`src/rtl/timer_scheduler.sv`:
```
// timer_scheduler
// Shares one delay timer between two requesters (player and dealer).
// A granted requester owns the timer for DELAY_TICKS ticks of TICK_DIV
// clock cycles each, then receives a one-cycle done pulse. Simultaneous
// requests are arbitrated round-robin, player first after reset.
// Every output is taken straight from a register.

module timer_scheduler #(
    parameter int TICK_DIV    = 25000,
    parameter int COUNT_WIDTH = 12,
    parameter int DELAY_TICKS = 4095
) (
    input  logic                   clk_50M,
    input  logic                   i_Reset,
    input  logic                   i_ReqPlayer,
    input  logic                   i_ReqDealer,
    input  logic                   i_Abort,
    output logic                   o_GntPlayer,
    output logic                   o_GntDealer,
    output logic                   o_DonePlayer,
    output logic                   o_DoneDealer,
    output logic                   o_Busy,
    output logic                   o_Tick,
    output logic [COUNT_WIDTH-1:0] o_Count
);

    // Requester indices used in the two-bit vectors below.
    localparam int PLAYER = 0;
    localparam int DEALER = 1;
    localparam int NUM_REQ = 2;

    localparam int PRESC_W = (TICK_DIV > 2) ? $clog2(TICK_DIV) : 1;
    localparam logic [PRESC_W-1:0]     PRESC_LAST = PRESC_W'(TICK_DIV - 1);
    localparam logic [COUNT_WIDTH-1:0] COUNT_LAST = COUNT_WIDTH'(DELAY_TICKS);

    typedef enum logic [1:0] {
        ST_IDLE = 2'd0,
        ST_RUN  = 2'd1,
        ST_DONE = 2'd2
    } state_t;

    state_t                   state_reg,       state_next;
    logic [PRESC_W-1:0]       presc_reg,       presc_next;
    logic [COUNT_WIDTH-1:0]   count_reg,       count_next;
    logic [NUM_REQ-1:0]       gnt_reg,         gnt_next;
    logic [NUM_REQ-1:0]       done_reg,        done_next;
    logic                     busy_reg,        busy_next;
    logic                     tick_reg,        tick_next;
    // 1 when the dealer was the last requester served to completion;
    // this is also the reset value so the player has priority first.
    logic                     last_dealer_reg, last_dealer_next;

    logic [NUM_REQ-1:0]       req_vec;
    logic [NUM_REQ-1:0]       owner_req;
    logic                     owner_active;
    logic                     pick_dealer;
    logic [COUNT_WIDTH-1:0]   count_inc;

    assign req_vec[PLAYER] = i_ReqPlayer;
    assign req_vec[DEALER] = i_ReqDealer;

    // Per requester: is it the timer owner and still holding its request?
    genvar gi;
    generate
        for (gi = 0; gi < NUM_REQ; gi++) begin : g_owner
            assign owner_req[gi] = gnt_reg[gi] & req_vec[gi];
        end
    endgenerate

    assign owner_active = |owner_req;
    assign count_inc    = count_reg + COUNT_WIDTH'(1);

    // The dealer wins only if it alone requests, or if both request and
    // the player was served last.
    assign pick_dealer  = req_vec[DEALER] & (~req_vec[PLAYER] | ~last_dealer_reg);

    // State register and all registered outputs.
    always_ff @(posedge clk_50M) begin
        if (i_Reset) begin
            state_reg       <= ST_IDLE;
            presc_reg       <= '0;
            count_reg       <= '0;
            gnt_reg         <= '0;
            done_reg        <= '0;
            busy_reg        <= 1'b0;
            tick_reg        <= 1'b0;
            last_dealer_reg <= 1'b1;
        end else begin
            state_reg       <= state_next;
            presc_reg       <= presc_next;
            count_reg       <= count_next;
            gnt_reg         <= gnt_next;
            done_reg        <= done_next;
            busy_reg        <= busy_next;
            tick_reg        <= tick_next;
            last_dealer_reg <= last_dealer_next;
        end
    end

    // Next-state and next-output logic for the IDLE/RUN/DONE sequence.
    always_comb begin
        state_next       = state_reg;
        presc_next       = presc_reg;
        count_next       = count_reg;
        gnt_next         = gnt_reg;
        done_next        = '0;
        tick_next        = 1'b0;
        last_dealer_next = last_dealer_reg;

        case (state_reg)
            ST_IDLE: begin
                // Abort has no meaning here; only requests matter.
                if (|req_vec) begin
                    state_next         = ST_RUN;
                    presc_next         = '0;
                    count_next         = '0;
                    gnt_next           = '0;
                    gnt_next[DEALER]   = pick_dealer;
                    gnt_next[PLAYER]   = ~pick_dealer;
                end
            end

            ST_RUN: begin
                if (i_Abort || !owner_active) begin
                    // Cancellation beats a coinciding final tick: no done,
                    // no pointer update, elapsed count discarded.
                    state_next = ST_IDLE;
                    presc_next = '0;
                    count_next = '0;
                    gnt_next   = '0;
                end else if (presc_reg == PRESC_LAST) begin
                    presc_next = '0;
                    tick_next  = 1'b1;
                    count_next = count_inc;
                    if (count_inc == COUNT_LAST) begin
                        // Grant is released and done raised together so
                        // the owner sees exactly one cycle of done.
                        state_next       = ST_DONE;
                        done_next        = gnt_reg;
                        gnt_next         = '0;
                        last_dealer_next = gnt_reg[DEALER];
                    end
                end else begin
                    presc_next = presc_reg + PRESC_W'(1);
                end
            end

            ST_DONE: begin
                // Inputs are ignored; a request still high is picked up
                // as a fresh request once back in IDLE.
                state_next = ST_IDLE;
            end

            default: begin
                state_next = ST_IDLE;
                presc_next = '0;
                count_next = '0;
                gnt_next   = '0;
            end
        endcase

        busy_next = (state_next != ST_IDLE);
    end

    assign o_GntPlayer  = gnt_reg[PLAYER];
    assign o_GntDealer  = gnt_reg[DEALER];
    assign o_DonePlayer = done_reg[PLAYER];
    assign o_DoneDealer = done_reg[DEALER];
    assign o_Busy       = busy_reg;
    assign o_Tick       = tick_reg;
    assign o_Count      = count_reg;

endmodule

```
`config.mk`:
```
export PLATFORM = sky130hd
export DESIGN_NAME = timer_scheduler
export DESIGN_NICKNAME = d
export VERILOG_FILES = /design/src/rtl/timer_scheduler.sv
export SDC_FILE = /design/constraint.sdc
export NUM_CORES = 1
export LEC_CHECK = 0
export ABC_CLOCK_PERIOD_IN_PS = 2800
export CORE_MARGIN = 1
export CORE_UTILIZATION = 48
export DETAILED_ROUTE_END_ITERATION = 8
export PLACE_DENSITY = 0.7
export SYNTH_ARGS = -nofsm -noshare
export SYNTH_HDL_FRONTEND = slang
export SYNTH_SLANG_ARGS = --single-unit
```
`constraint.sdc`:
```
create_clock -name clk_50M -period 2.8 [get_ports clk_50M]
set_input_delay 0.42 -clock clk_50M [delete_from_list [all_inputs] [get_ports clk_50M]]
set_output_delay 0.42 -clock clk_50M [all_outputs]
set_load 0.02 [all_outputs]
```
==> impl_metrics.tcl, run 1 <==
set metrics [dict create \
    wire_per_inst_microns 13.6 \
    leakage_nw 0.783 \
    hp-start "presc_reg[9]" \
    grt_max_degree 16 \
    post-cts-setup-buffer-count 0 \
    tns_ps 0 \
    cts-buffers-inserted 5 \
    cts_buffer_depth 2 \
    area_growth_pct 18.1 \
    power_switching_mw 0.228 \
    p_comb_share_pct 5.8 \
    p_per_area_nw_per_um2 413 \
    seq_area_sq_um 722 \
    floorplan.initialDensity_pct 52.2 \
    switching_share_pct 23.6 \
    ys.flop_type "dfxtp_1" \
    clkLatencyLatePin_ps 290 \
    r2r-start "o_Count[1]" \
    gp_congestion 0.898 \
    rows 22 \
    yosysMostFrequentCell "dfxtp_1" \
    ios 23 \
    fin_crit_ps 2630 \
    clk_transition_reported_paths_ps 80 \
    synth_top_cell_by_area "dfxtp_1" \
    rsz0062_at_grt "no" \
    largest_reg_flops 15 \
    grt_pass1_wl_microns 7190 \
    core_sq_um 3800 \
    antenna_left 0 \
    first_pass_iters 4 \
    finalClockSkew_ps 6.72 \
    cp-end-kind "flop" \
    grt-ovfl-total 0 \
    maxCapViolations 0 \
    worstHoldPathCells 2 \
    final_util_pct 61.7 \
    finalMaxSlewViolations 0 \
    drive_above_1_share_pct 10.4 \
    reg2reg_depth 7 \
    critPathMaxFanout 12 \
    holdPathEnd "presc_reg[9]" \
    hpwl_microns 3030 \
    grt_pass1_vias 1586 \
    synth-warning-count 0 \
    cts_num_sinks 36 \
    drcViolationCount 0 \
    clockPowerShare_pct 40.2 \
    min-delay-path-class "flop to flop" \
    die_h_microns 66.3 \
    synth_nets 251 \
    finalSetupViolCount 0 \
    ys_seq_area_share_pct 36.3 \
    pwr-share-seq_pct 54.0 \
    period_share_pct 94.0 \
    n_fill_cell 344 \
    hold_viol_final 0 \
    worstMarginPinSlew_ps 470 \
    synthTopCellsByCount "dfxtp_1, nor2_1, nand2_1, o21ai_0, nand3_1" \
    synth_area_leaders "dfxtp_1, o21ai_0, nor2_1" \
    dpl_cell_area_sq_um 2250 \
    synth_edf_count 0 \
    ys_seq_elements 36 \
    fmax_mhz 380 \
    required_ps 3010 \
    multi_input_area_sq_um 1170 \
    p_int_mw 0.739 \
    synth_area_per_cell_sq_um 8.19 \
    async_flop_share_pct 0 \
    drt_iter0_drc 157 \
    die_w_microns 66.3 \
    synth_area_sq_um 1980 \
    ir_drop_mv 0.265 \
    track_usage_pct 21.7 \
    cts_tree "done" \
    rrSetupSlack_ps 170 \
    final_cell_area_sq_um 2340 \
    num_vias 1815 \
    routed_wl_microns 4300 \
    start_kind "flop" \
    synthCells 242 \
    relSlewSlack_pct 68.4 \
    rr_endpoint "done_reg[1]" \
    antenna_found_initial 0 \
    ctsHoldBuffers 0 \
    cts_max_level 2 \
    fin_nets 276 \
    yosys.area.top_type_share_pct 36.3 \
    yosysUniqueCellTypes 52 \
    portBuffers 22 \
    status "finished, final reports clean" \
    worstSetupPathType "flop to flop" \
    vias_per_cell 5.74 \
    crit_arrival_ps 2840 \
    finalPower_mw 0.967 \
    root_buffer "clkbuf_8" \
    ctsResizeCount 0 \
    diodes 0 \
    dieArea_sq_um 4390 \
]
-- power groups by stage --
stage | combinational [mW] | clock, mW | sequential (mW)
floorplan | 0.0295 | 0 | 0.536
global placement | 0.0554 | 0 | 0.534
detailed placement | 0.0560 | 0 | 0.534
CTS | 0.0562 | 0.396 | 0.522
global route | 0.0609 | 0.415 | 0.522
finish | 0.0562 | 0.389 | 0.522
-- stage by stage --
stage	cells	setup WS (ps)	hold slack, ps
CTS	316	163	504
floorplan	242	534	462
detailed placement	308	213	493
global route	316	5.41	516
finish	316	168	497
global placement	308	229	484
-- placed cells by master (no fill, tap or decap), types with 4 or more instances in the layout --
cell type / synthesis / final
clkbuf_8: 0 / 6
xor2_1: 5 / 5
inv_1: 6 / 6
nor3_1: 6 / 6
dfxtp_1: 36 / 35
nor3b_1: 7 / 7
nand3_1: 19 / 19
xnor2_1: 6 / 6
buf_4: 0 / 7
a21oi_1: 14 / 14
or3_1: 8 / 8
clkdlybuf4s50_1: 0 / 22
nor2_1: 27 / 27
nand2b_1: 4 / 4
a31oi_1: 4 / 4
nand2_1: 21 / 21
ha_1: 4 / 4
o21ai_0: 21 / 21
-- cells by family after synthesis --
group	synth area share, %
AOI/OAI and AO/OA	17.2
xor gates and xnor gates	4.86
adders and majority gates	2.52
buffers and inverters	4.54
DFF	36.3
muxes	0.505
and+or+nand+nor	34.1
-- worst max-delay path, cell delays in order, from the launching register on --
cell	delay, ps
dfxtp_1	580
ha_1	460
and4b_1	280
a32o_1	120
o21ai_0	120
nand2b_1	180
or4b_4	590
nor4b_2	230
-- metal layers --
layer / GRT usage, % / part of all wire [%] / up-vias
li1: - / - / 922
met1: 29.7 / 51 / 844
met2: 32.9 / 44 / 42
met3: 4.48 / 4.3 / 7
met4: 8.51 / 1.3 / 0
met5: 0 / 0 / -
-- final cells by class --
type	instances	share of cell area [%]
Clock inverter	2	0.427
Tap cell	48	2.56
Sequential cell	36	30.8
Multi-Input combinational cell	189	50.1
Inverter	6	0.962
Clock buffer	6	3.53
Timing Repair Buffer	29	11.6
-- worst max path at each step --
stage	from	end	slack [ps]	depth (start not counted)
3_3_place_gp	o_Count[1]	done_reg[1]	230	6
4_1_cts	o_Count[0]	done_reg[1]	160	7
5_1_grt	o_Count[1]	done_reg[1]	5	7
3_5_place_dp	o_Count[0]	state_reg[0]	210	7
2_1_floorplan	o_Count[1]	state_reg[0]	530	7
6_report	o_Count[1]	done_reg[1]	170	7
(Power assumes the default switching activity.)
==> run 2, diff against run 1 <==
--- a/config.mk
+++ b/config.mk
@@ -6,10 +6,13 @@
 export NUM_CORES = 1
 export LEC_CHECK = 0
 export ABC_CLOCK_PERIOD_IN_PS = 2800
+export CAP_MARGIN = 10
 export CORE_MARGIN = 1
 export CORE_UTILIZATION = 48
 export DETAILED_ROUTE_END_ITERATION = 8
 export PLACE_DENSITY = 0.7
+export RECOVER_POWER = 25
 export SYNTH_ARGS = -nofsm -noshare
 export SYNTH_HDL_FRONTEND = slang
 export SYNTH_SLANG_ARGS = --single-unit
+export TNS_END_PERCENT = 50
==> impl_metrics.tcl, run 2 (same netlist as run 1, synthesis figures left out) <==
set metrics [dict create \
    rsz0062_at_grt "no" \
    drcViolationCount 0 \
    fmax_mhz 381 \
    status "finished, final reports clean" \
    hold_viol_final 0 \
    power_switching_mw 0.228 \
    die_h_microns 66.3 \
    first_pass_iters 4 \
    cp-end-kind "flop" \
    tns_ps 0 \
    grt_pass1_vias 1586 \
    vias_per_cell 5.75 \
    diodes 0 \
    floorplan.initialDensity_pct 52.2 \
    track_usage_pct 21.7 \
    antenna_found_initial 0 \
    ir_drop_mv 0.264 \
    fin_crit_ps 2630 \
    ios 23 \
    crit_arrival_ps 2840 \
    grt_max_degree 16 \
    start_kind "flop" \
    worstMarginPinSlew_ps 502 \
    rows 22 \
    p_per_area_nw_per_um2 413 \
    rrSetupSlack_ps 170 \
    finalClockSkew_ps 6.65 \
    gp_congestion 0.898 \
    portBuffers 22 \
    root_buffer "clkbuf_8" \
    critPathMaxFanout 12 \
    final_cell_mix "dfxtp_1, nor2_1, nand2_1, o21ai_0, nand3_1" \
    critPathMaxStageDelay_ps 580 \
    grt-ovfl-total 0 \
    leakage_nw 0.812 \
    post-cts-setup-buffer-count 0 \
    clockPowerShare_pct 40.3 \
    cts_tree "done" \
    final_common_cell "dfxtp_1" \
    hpwl_microns 3030 \
    maxCapViolations 0 \
    p_comb_share_pct 5.7 \
    area_growth_pct 17.9 \
    finalMaxSlewViolations 0 \
    final.setup.worst_slack_ps 172 \
    antenna_left 0 \
    required_ps 3010 \
    drt_iter0_drc 151 \
    finalSetupViolCount 0 \
    core_sq_um 3800 \
    slowest_stage "dfxtp_1" \
    period_share_pct 93.8 \
    p_int_mw 0.737 \
    wire_per_inst_microns 13.5 \
    reg2reg_depth 7 \
    switching_share_pct 23.6 \
    cts_num_sinks 36 \
    cts_max_level 2 \
    cts_buffer_depth 2 \
    routed_wl_microns 4270 \
    relSlewSlack_pct 66.2 \
    path_cells "ha_1 -> and4b_1 -> a32o_1 -> o21ai_0 -> nand2b_1 -> or4b_4 -> nor4b_2" \
    num_vias 1817 \
    min-delay-path-class "flop to flop" \
    ctsResizeCount 0 \
    grt_pass1_wl_microns 7190 \
    clkLatencyLatePin_ps 300 \
    pre_cts_slack_ps 213 \
    dieArea_sq_um 4390 \
    drive_above_1_share_pct 10.1 \
    cts-buffers-inserted 5 \
    ctsHoldBuffers 0 \
    largest_reg_flops 15 \
    fin_nets 276 \
    worstSetupPathType "flop to flop" \
    clk_transition_reported_paths_ps 80 \
    pwr-share-seq_pct 54.0 \
    die_w_microns 66.3 \
    worstHoldPathCells 2 \
]
==> run 2: cell count changes in the layout (fill, tap and decap cells not counted), sizes merged <==
cell / change
clkdlybuf4s50: -11
buf: -1
dlygate4sd3: +11
clkbuf: +1
==> run 2: through the flow <==
step | util (%) | power [mW] | cell area, sq um | hold slack [ps] | cells
5_1_grt | 61.6 | 0.997 | 2340 | 516 | 316
3_3_place_gp | 59.2 | 0.589 | 2250 | 484 | 308
4_1_cts | 61.6 | 0.974 | 2340 | 504 | 316
3_5_place_dp | 59.2 | 0.590 | 2250 | 493 | 308
2_1_floorplan | - | 0.566 | 1980 | 462 | 242
6_report | 61.6 | 0.965 | 2340 | 497 | 316
==> run 2: layer usage <==
| metal | share of wire, % | GRT usage, % |
|---|---|---|
| met2 | 44 | 32.9 |
| met5 | 0 | 0 |
| met3 | 4.4 | 4.48 |
| met4 | 1.3 | 8.51 |
| met1 | 50 | 29.7 |
==> run 2: final cells by class <==
class | count | area [sq um]
timing repair buffer | 29 | 269
fill | 346 | 1460
multi-input combinational | 189 | 1170
clock buffer | 6 | 82.6
clock inverter | 2 | 10.0
sequential | 36 | 722
tap | 48 | 60.1
inverter | 6 | 22.5
==> run 2: path summary, 6_finish.rpt <==
path,start,end
worst max-delay path,o_Count[1],done_reg[1]
worst min-delay path,presc_reg[9],presc_reg[9]
worst max register to register,o_Count[1],done_reg[1]
worst min register to register,presc_reg[9],presc_reg[9]
==> run 2: power by group through the flow <==
stage | Sequential (mW) | Combinational (mW) | Clock (mW)
global placement | 0.534 | 0.0554 | 0
global route | 0.522 | 0.0594 | 0.415
CTS | 0.522 | 0.0562 | 0.396
finish | 0.522 | 0.0546 | 0.389
detailed placement | 0.534 | 0.0560 | 0
floorplan | 0.536 | 0.0295 | 0
==> run 2: critical path, delay by kind of cell (launching register included) <==
kind | cells | cell delay, ps
simple gates | 4 | 1280
compound gates | 2 | 240
flops | 1 | 580
fa+ha+maj | 1 | 450
